<file path="src/rtl/itr_ctrl_pkg.sv">
// Shared definitions for the interrupt controller: FSM state encoding and
// the width helper used for source ids.
package itr_ctrl_pkg;

  typedef enum logic [1:0] {
    IDLE = 2'd0,
    FIRE = 2'd1,
    WAIT = 2'd2,
    HOLD = 2'd3
  } state_e;

  function automatic int unsigned id_width(input int unsigned n);
    int unsigned w;
    if (n > 1) w = $clog2(n);
    else       w = 1;
    return w;
  endfunction

endpackage

</file>
<file path="src/rtl/itr_ctrl_irq_pend.sv">
// Rising-edge detector and pending register; a new edge wins over a
// same-cycle clear so a re-asserted source is never lost.
module irq_pend
  import itr_ctrl_pkg::*;
#(
  parameter int unsigned NUIRQS = 4
) (
  input  logic              clk,
  input  logic              rst,
  input  logic [NUIRQS-1:0] irq_src,
  input  logic [NUIRQS-1:0] clr,
  output logic [NUIRQS-1:0] pending
);

  logic [NUIRQS-1:0] prev_q;
  logic [NUIRQS-1:0] pend_q, pend_d;
  logic [NUIRQS-1:0] rise;

  assign rise   = irq_src & ~prev_q;
  assign pend_d = (pend_q & ~clr) | rise;

  // prev loads irq_src even in reset so a line held high across reset
  // release does not look like an edge.
  always_ff @(posedge clk) begin
    prev_q <= irq_src;
    if (rst) pend_q <= '0;
    else     pend_q <= pend_d;
  end

  assign pending = pend_q;

endmodule

</file>
<file path="src/rtl/itr_ctrl.sv">
// Interrupt controller for the core's single itr input: pending/mask
// registers, lowest-index priority select and an itr/ack/hold-off sequencer.
module itr_ctrl
  import itr_ctrl_pkg::*;
#(
  parameter int unsigned NUBITS = 32,
  parameter int unsigned NUIRQS = 4,
  parameter int unsigned NUIOIN = 8,
  parameter int unsigned NUIOOU = 8,
  parameter int unsigned AD_MSK = 6,
  parameter int unsigned AD_ACK = 7,
  parameter int unsigned AD_ID  = 6,
  parameter int unsigned AD_PND = 7,
  parameter int unsigned HOLDOF = 2,
  localparam int unsigned AOW = (NUIOOU > 1) ? $clog2(NUIOOU) : 1,
  localparam int unsigned AIW = (NUIOIN > 1) ? $clog2(NUIOIN) : 1
) (
  input  logic              clk,
  input  logic              rst,
  input  logic [NUIRQS-1:0] irq_src,
  input  logic              out_en,
  input  logic [AOW-1:0]    addr_out,
  input  logic [NUBITS-1:0] data_out,
  input  logic              req_in,
  input  logic [AIW-1:0]    addr_in,
  output logic [NUBITS-1:0] io_rdata,
  output logic              io_hit,
  output logic              itr,
  output logic              busy
);

  localparam int unsigned IDW = id_width(NUIRQS);
  localparam int unsigned HW  = $clog2(HOLDOF + 1);

  // Single-address port spaces decode against 0.
  localparam logic [AOW-1:0] MSK_A = (NUIOOU > 1) ? AOW'(AD_MSK) : '0;
  localparam logic [AOW-1:0] ACK_A = (NUIOOU > 1) ? AOW'(AD_ACK) : '0;
  localparam logic [AIW-1:0] ID_A  = (NUIOIN > 1) ? AIW'(AD_ID)  : '0;
  localparam logic [AIW-1:0] PND_A = (NUIOIN > 1) ? AIW'(AD_PND) : '0;
  localparam logic [HW-1:0]  HOLD_LD = HW'(HOLDOF - 1);

  state_e            state_q, state_d;
  logic [IDW-1:0]    cur_id_q, cur_id_d;
  logic [HW-1:0]     cnt_q, cnt_d;
  logic [NUIRQS-1:0] mask_q, mask_d;
  logic [NUIRQS-1:0] pending, active, clr;
  logic [IDW-1:0]    sel_id;
  logic              msk_wr, ack_wr;

  irq_pend #(.NUIRQS(NUIRQS)) u_pend (
    .clk     (clk),
    .rst     (rst),
    .irq_src (irq_src),
    .clr     (clr),
    .pending (pending)
  );

  assign msk_wr = out_en && (addr_out == MSK_A);
  assign ack_wr = out_en && (addr_out == ACK_A);
  assign mask_d = msk_wr ? data_out[NUIRQS-1:0] : mask_q;
  assign active = pending & mask_q;

  generate
    if (NUBITS > NUIRQS) begin : g_unused
      logic unused_data;
      assign unused_data = ^data_out[NUBITS-1:NUIRQS];
    end
  endgenerate

  always_comb begin
    logic found;
    sel_id = '0;
    found  = 1'b0;
    for (int unsigned i = 0; i < NUIRQS; i++) begin
      if (active[i] && !found) begin
        sel_id = IDW'(i);
        found  = 1'b1;
      end
    end
  end

  always_comb begin
    state_d  = state_q;
    cur_id_d = cur_id_q;
    cnt_d    = cnt_q;
    clr      = '0;
    itr      = 1'b0;
    busy     = 1'b0;
    case (state_q)
      IDLE: begin
        if (|active) begin
          cur_id_d = sel_id;
          state_d  = FIRE;
        end
      end
      FIRE: begin
        itr     = 1'b1;
        busy    = 1'b1;
        state_d = WAIT;
      end
      WAIT: begin
        busy = 1'b1;
        if (ack_wr) begin
          for (int unsigned i = 0; i < NUIRQS; i++)
            clr[i] = (cur_id_q == IDW'(i));
          cnt_d   = HOLD_LD;
          state_d = HOLD;
        end
      end
      HOLD: begin
        if (cnt_q == '0) state_d = IDLE;
        else             cnt_d   = cnt_q - HW'(1);
      end
      default: state_d = IDLE;
    endcase
  end

  always_ff @(posedge clk) begin
    if (rst) begin
      state_q  <= IDLE;
      cur_id_q <= '0;
      cnt_q    <= '0;
      mask_q   <= '0;
    end else begin
      state_q  <= state_d;
      cur_id_q <= cur_id_d;
      cnt_q    <= cnt_d;
      mask_q   <= mask_d;
    end
  end

  always_comb begin
    io_rdata = '0;
    io_hit   = 1'b0;
    if (req_in) begin
      if (addr_in == ID_A) begin
        io_rdata = NUBITS'(cur_id_q);
        io_hit   = 1'b1;
      end else if (addr_in == PND_A) begin
        io_rdata = NUBITS'(pending);
        io_hit   = 1'b1;
      end
    end
  end

endmodule

</file>
<file path="config.mk">
export PLATFORM = sky130hd
export DESIGN_NAME = itr_ctrl
export DESIGN_NICKNAME = d
export VERILOG_FILES = /design/src/rtl/itr_ctrl_pkg.sv /design/src/rtl/itr_ctrl_irq_pend.sv /design/src/rtl/itr_ctrl.sv
export SDC_FILE = /design/constraint.sdc
export NUM_CORES = 1
export LEC_CHECK = 0
export ABC_AREA = 1
export CAP_MARGIN = 0
export CELL_PAD_IN_SITES_DETAIL_PLACEMENT = 1
export CELL_PAD_IN_SITES_GLOBAL_PLACEMENT = 1
export CORE_ASPECT_RATIO = 1.4
export CORE_MARGIN = 1
export CORE_UTILIZATION = 22
export DETAILED_ROUTE_END_ITERATION = 8
export PLACE_DENSITY_LB_ADDON = 0.25
export SLEW_MARGIN = 20
export SYNTH_ARGS = -nofsm -noshare
export SYNTH_HDL_FRONTEND = slang
export SYNTH_SLANG_ARGS = --single-unit
</file>
<file path="constraint.sdc">
create_clock -name clk -period 1.45 [get_ports clk]
set_input_delay 0.2175 -clock clk [delete_from_list [all_inputs] [get_ports clk]]
set_output_delay 0.2175 -clock clk [all_outputs]
set_load 0.02 [all_outputs]
</file>
Word level (Yosys, flattened, before mapping)
Cells that the tools add are included.
{ "totals": {"register_bits": 18, "inputBits": 46, "output_inout_bits": 35, "wordCells": 67} }
{ "op_classes": {"add_sub_neg": 1, "n_eq_ne": 14, "muxes": 23, "n_bitwise": 6, "n_reduce_logical": 17} }
{ "op_table": {"columns": ["cell", "n"], "rows": [
  ["$mux W4", 5],
  ["$mux W2", 7],
  ["$and A4 B4 Y4", 3],
  ["$eq A3 B3 Y1 const B", 4],
  ["$mux W1", 9],
  ["$eq A2 B2 Y1 const B", 4],
  ["$ne A2 B2 Y1 const B", 4],
  ["$not A4 Y4", 2],
  ["$pmux W2 S4", 1],
  ["$logic_not A2 Y1", 3],
  ["$reduce_and A3 Y1", 2],
  ["$logic_and A1 B1 Y1", 5],
  ["$eq A2 B1 Y1 const B", 2],
  ["$or A4 B4 Y4", 1],
  ["$pmux W2 S2", 1],
  ["$reduce_or A4 Y1", 1],
  ["$logic_not A1 Y1", 3],
  ["$reduce_and A2 Y1", 1],
  ["$reduce_bool A2 Y1", 1],
  ["$reduce_or A2 Y1", 1],
  ["$sub A2 B1 Y2 const B", 1]
]} }

Logic depth before layout (Yosys ltp)
{ "depth": {"depth_word": 11, "depth_mapped": 8, "mapped_depth_nobuf": 8} }

Modules after synthesis
From an unflattened synthesis, not the netlist that was laid out.
{ "unflattened": {"cells_unflattened": 161, "hier_area_um2": 1114.8} }
{ "by_module_without_submodules": {"columns": ["module", "instances", "cells_per_inst", "area_each_um2", "seq_area_each_um2"], "rows": [
  ["itr_ctrl", 1, 133, 874.6, 200.2],
  ["irq_pend", 1, 28, 240.2, 160.2]
]} }

Least setup slack after synthesis
OpenSTA, ideal clock, no wires.
{ "synth_timing": {"path_kind": "reg-to-reg", "startpoint": "register cnt_q[0]", "endpoint": "register cnt_q[0]", "setup_ns": 0.119, "arrival_time_ns": 1.044, "t_required_ns": 1.331, "slack_ns": 0.287, "stages_incl_launch_ff": 7, "n_path_buf": 0, "period_less_slack_ns": 1.163, "cell_sequence": "dfxtp_1 > inv_1 > ha_1 > nor2_1 > nand2_1 > o21ai_0 > a21oi_1"} }
{ "synth_between": {"elab_chain_len": 3, "word_cells_on_any_way": 6, "classes_between": "add/sub: 1; eq/ne: 1; mux: 2; reduce/logical: 2"} }
{ "synth_lines": {"columns": ["item", "line", "source"], "rows": [
  ["from (decl)", "itr_ctrl.sv:44", "logic [HW-1:0] cnt_q, cnt_d;"],
  ["from (signal assigned)", "itr_ctrl.sv:127", "cnt_q <= cnt_d;"],
  ["$sub A2 B1 Y2 / $logic_not A2 Y1 (equally long branches)", "itr_ctrl.sv:112, itr_ctrl.sv:111", null],
  ["$mux W2 / $ne A2 B2 Y1 (equally long branches)", null, null],
  ["$pmux W2 S2 / $reduce_and A3 Y1 (equally long branches)", null, null]
]} }
Several ways; a longest one is shown, not always the timed one. The select of a mux whose other input is x is not followed.
A chain may end at the register's enable or synchronous reset.

Final worst setup path
{ "layout_timing": {"startpoint": "input port addr_in[1]", "endpoint": "output port io_rdata[1]"} }
{ "layout_between": {"elab_chain_len": 4, "word_cells_on_any_way": 5, "classes_between": "eq/ne: 2; mux: 3"} }
{ "layout_lines": {"columns": ["item", "line", "source"], "rows": [
  ["from (decl)", "itr_ctrl.sv:25", "input logic [AIW-1:0] addr_in,"],
  ["$eq A3 B3 Y1", "itr_ctrl.sv:139", "end else if (addr_in == PND_A) begin"],
  ["$mux W4", "itr_ctrl.sv:139", null],
  ["$mux W4 (*)", "itr_ctrl.sv:136", "if (addr_in == ID_A) begin"],
  ["$mux W4 (*)", "itr_ctrl.sv:135", "if (req_in) begin"],
  ["to (decl)", "itr_ctrl.sv:26", "output logic [NUBITS-1:0] io_rdata,"]
]} }
Every way passes the cells marked *; elsewhere a longest branch is shown, timed or not.

==> flow_summary.json <==
{
  "endpoint_kind": "primary output",
  "core_mm2": 0.004842,
  "hold_viol_final": 0,
  "reg2reg_slack_ns": 0.14,
  "drv_cap": 0,
  "grt_setup_unrepaired": "false",
  "synth_area_leader_cell": "dfxtp_1",
  "path_delay_family": "buffers and inverters",
  "clock_path_buffers": 2,
  "setup-violations-final": 0,
  "start_util": 0.2284,
  "num_vias": 997,
  "grtUsageTotal": 0.1010,
  "rows": 30,
  "fin_crit_ns": 1.340,
  "clock_latency_ns": 0.26,
  "clock_tree.root_cell": "clkbuf_8",
  "rr_startpoint": "state_q[0]$_SDFFE_PP0P_",
  "cts_tree": "built",
  "h-tree-depth": 1,
  "wire_per_inst_um": 9.272,
  "path_max_fanout": 3,
  "route.detailed.drc": 0,
  "min_period_over_period": 0.9244,
  "first_pass_iters": 4,
  "yosysSeqAreaShare": 0.3258,
  "gp_congestion": 0.7849,
  "status": "complete, no violations",
  "hold_start": "irq_src[0]",
  "cpMaxStageDelayCell": "dlygate4sd2_1",
  "yosys_warnings": 0,
  "fp.dieH_um": 85.90,
  "max_stage_delay_ns": 0.23,
  "finalSetupTns_ns": 0,
  "crit_arrival_ns": 1.12,
  "io_buffer_count": 24,
  "num_io_pins": 81,
  "syn_avg_cell_area_um2": 7.090,
  "grt_pass1_vias": 942,
  "layout.nets": 249,
  "reg2reg_to": "cnt_q[1]$_SDFFE_PP0P_",
  "synth.top_cell.area_share": 0.3258,
  "syn_to_final_growth_pct": 33.48,
  "dp_cells": 255,
  "ys_seq_elements": 18,
  "instances_no_fill": 261,
  "antenna_found_initial": 0,
  "die-width_um": 61.93,
  "irDropWorstVdd_mv": 0.3214,
  "holdPathEnd": "u_pend.prev_q[0]$_DFF_P_",
  "numCtsBuffers": 3,
  "required_ns": 1.23,
  "critPathKind": "in -> out",
  "min_path_type": "in -> reg",
  "whs_path_depth": 1,
  "crit_chain": "dlygate4sd2_1, nand2_2, nor2_4, buf_4, nand2_1, a21oi_1, buf_4",
  "path_clk_slew_ns": 0.07,
  "grt_pass1_wl_mm": 3.912,
  "grt_overflow_total": 0,
  "synthDistinctLibCells": 20,
  "cp_common_cell": "buf_4",
  "critPathLaunchType": "input pin",
  "cts.sinks": 18,
  "netlist_area_mm2": 0.001106,
  "hold_buffers": 0,
  "n_antenna_cell": 0,
  "drv_slew": 0,
  "drive_above_1_share": 0.2030,
  "grt_max_degree": 11,
  "syn_inst": 156,
  "drt_iter0_drc": 7,
  "hpwl_mm": 2.014,
  "ff2ff_path_depth": 9,
  "postLayoutCoreUtil": 0.3049,
  "max_freq_ghz": 0.7461,
  "drt-vias-per-instance": 3.820,
  "powerDensity_mw_per_mm2": 1088,
  "synth_area_leaders": "dfxtp_1 (33%), buf_4 (19%), nand2_1 (9.5%)",
  "p_leak_nw": 0.6909,
  "dieArea_mm2": 0.005319,
  "drtAntennaViolNets": 0,
  "path_buf_inv": 3,
  "drt_wl_total_mm": 2.420,
  "finalClockSkew_ns": 0.005296
}
[Yosys cell counts (all sizes together)]
library cell and n:
o31ai 1, nand4 3, inv 22, nand2 28, nor2 21, buf 28, conb 1, dfxtp 18
nand3 4, o21ai 9, a211oi 1, nor3 2, ha 5, a21oi 12, clkbuf 1
[cells by family (layout without fill, tap and decap cells)]
kind of cell,Yosys count,after routing,share of synthesized area
flip-flops,18,18,0.3258
AO/OA/AOI/OAI,23,23,0.1086
other,1,28,0.003390
buffers and inverters,51,65,0.2681
AND/OR/NAND/NOR,58,58,0.2376
adder cells (fa/ha/maj),5,5,0.05656
[per-layer routing]
metal | part of all wire | vias to the layer above | global-route usage
li1 | - | 508 | -
met1 | 0.40 | 442 | 0.1023
met2 | 0.51 | 42 | 0.1799
met3 | 0.060 | 5 | 0.01659
met4 | 0.032 | 0 | 0.06667
met5 | 0 | - | 0
[power by group]
part	switching [W]	total, W	internal (W)
clock	0.000181	0.000423	0.000242
sequential	0.0000226	0.000564	0.000542
combinational	0.000361	0.000619	0.000258
[repair_timing]
item,in CTS,in global routing
resized for setup,32,6
endpoints found under the hold margin,0,0
pin swaps,3,0
buffers inserted,2,0
setup endpoints to repair,7,6
[area by class of cell]
cell class                 instances  area (um2)
fill                             624        3366
multi-input combinational        114       573.1
sequential                        18       360.3
timing repair buffer              39       325.3
inverter                          22       82.58
tap                               64       80.08
clock buffer                       4       55.05
[flip-flops by register name, indices dropped and copies added, names as in the netlist]
name,count
cnt_q,2
cur_id_q,2
mask_q,4
state_q,2
u_pend.pending,4
u_pend.prev_q,4
[cell usage in the layout (no fill, tap or decap)]
cell type	instances
nand3_1	4
nor2_1	15
clkdlybuf4s50_1	14
nor2_4	4
ha_1	4
o31ai_1	1
nand2_2	2
buf_2	2
clkdlybuf4s15_2	1
buf_4	17
o21ai_1	2
nand4_1	3
ha_2	1
clkbuf_8	4
inv_1	19
o21ai_0	7
dfxtp_1	18
dlygate4sd2_1	3
conb_1	28
a211oi_1	1
clkbuf_2	2
a21oi_1	12
inv_2	3
nand2_1	26
nor2_2	2
nor3_2	2
[worst max path at each step]
stage	start	depth (start not counted)	end	slack, ns
finish	addr_in[1]	7	io_rdata[1]	0.11
global route	cur_id_q[0]$_SDFFE_PP0P_	5	io_rdata[0]	0.02
CTS	state_q[1]$_SDFFE_PP0P_	4	itr	0.003
detailed placement	addr_in[1]	6	io_rdata[3]	-0.60
global placement	addr_in[2]	6	io_rdata[3]	-0.54
floorplan	cnt_q[0]$_SDFFE_PP0P_	6	cnt_q[0]$_SDFFE_PP0P_	0.29
[stage by stage]
step                setup slack, ns  power, W  cell area (um2)  hold WS [ns]
floorplan                    0.2871  0.001020             1207        0.2452
global placement            -0.5423  0.001219             1411        0.4562
detailed placement          -0.5957  0.001222             1411        0.4701
CTS                        0.002907  0.001638             1475        0.4278
global route                0.02065  0.001729             1476        0.4346
finish                       0.1097  0.001607             1476        0.4339
Power figures use the tool's default switching activity.
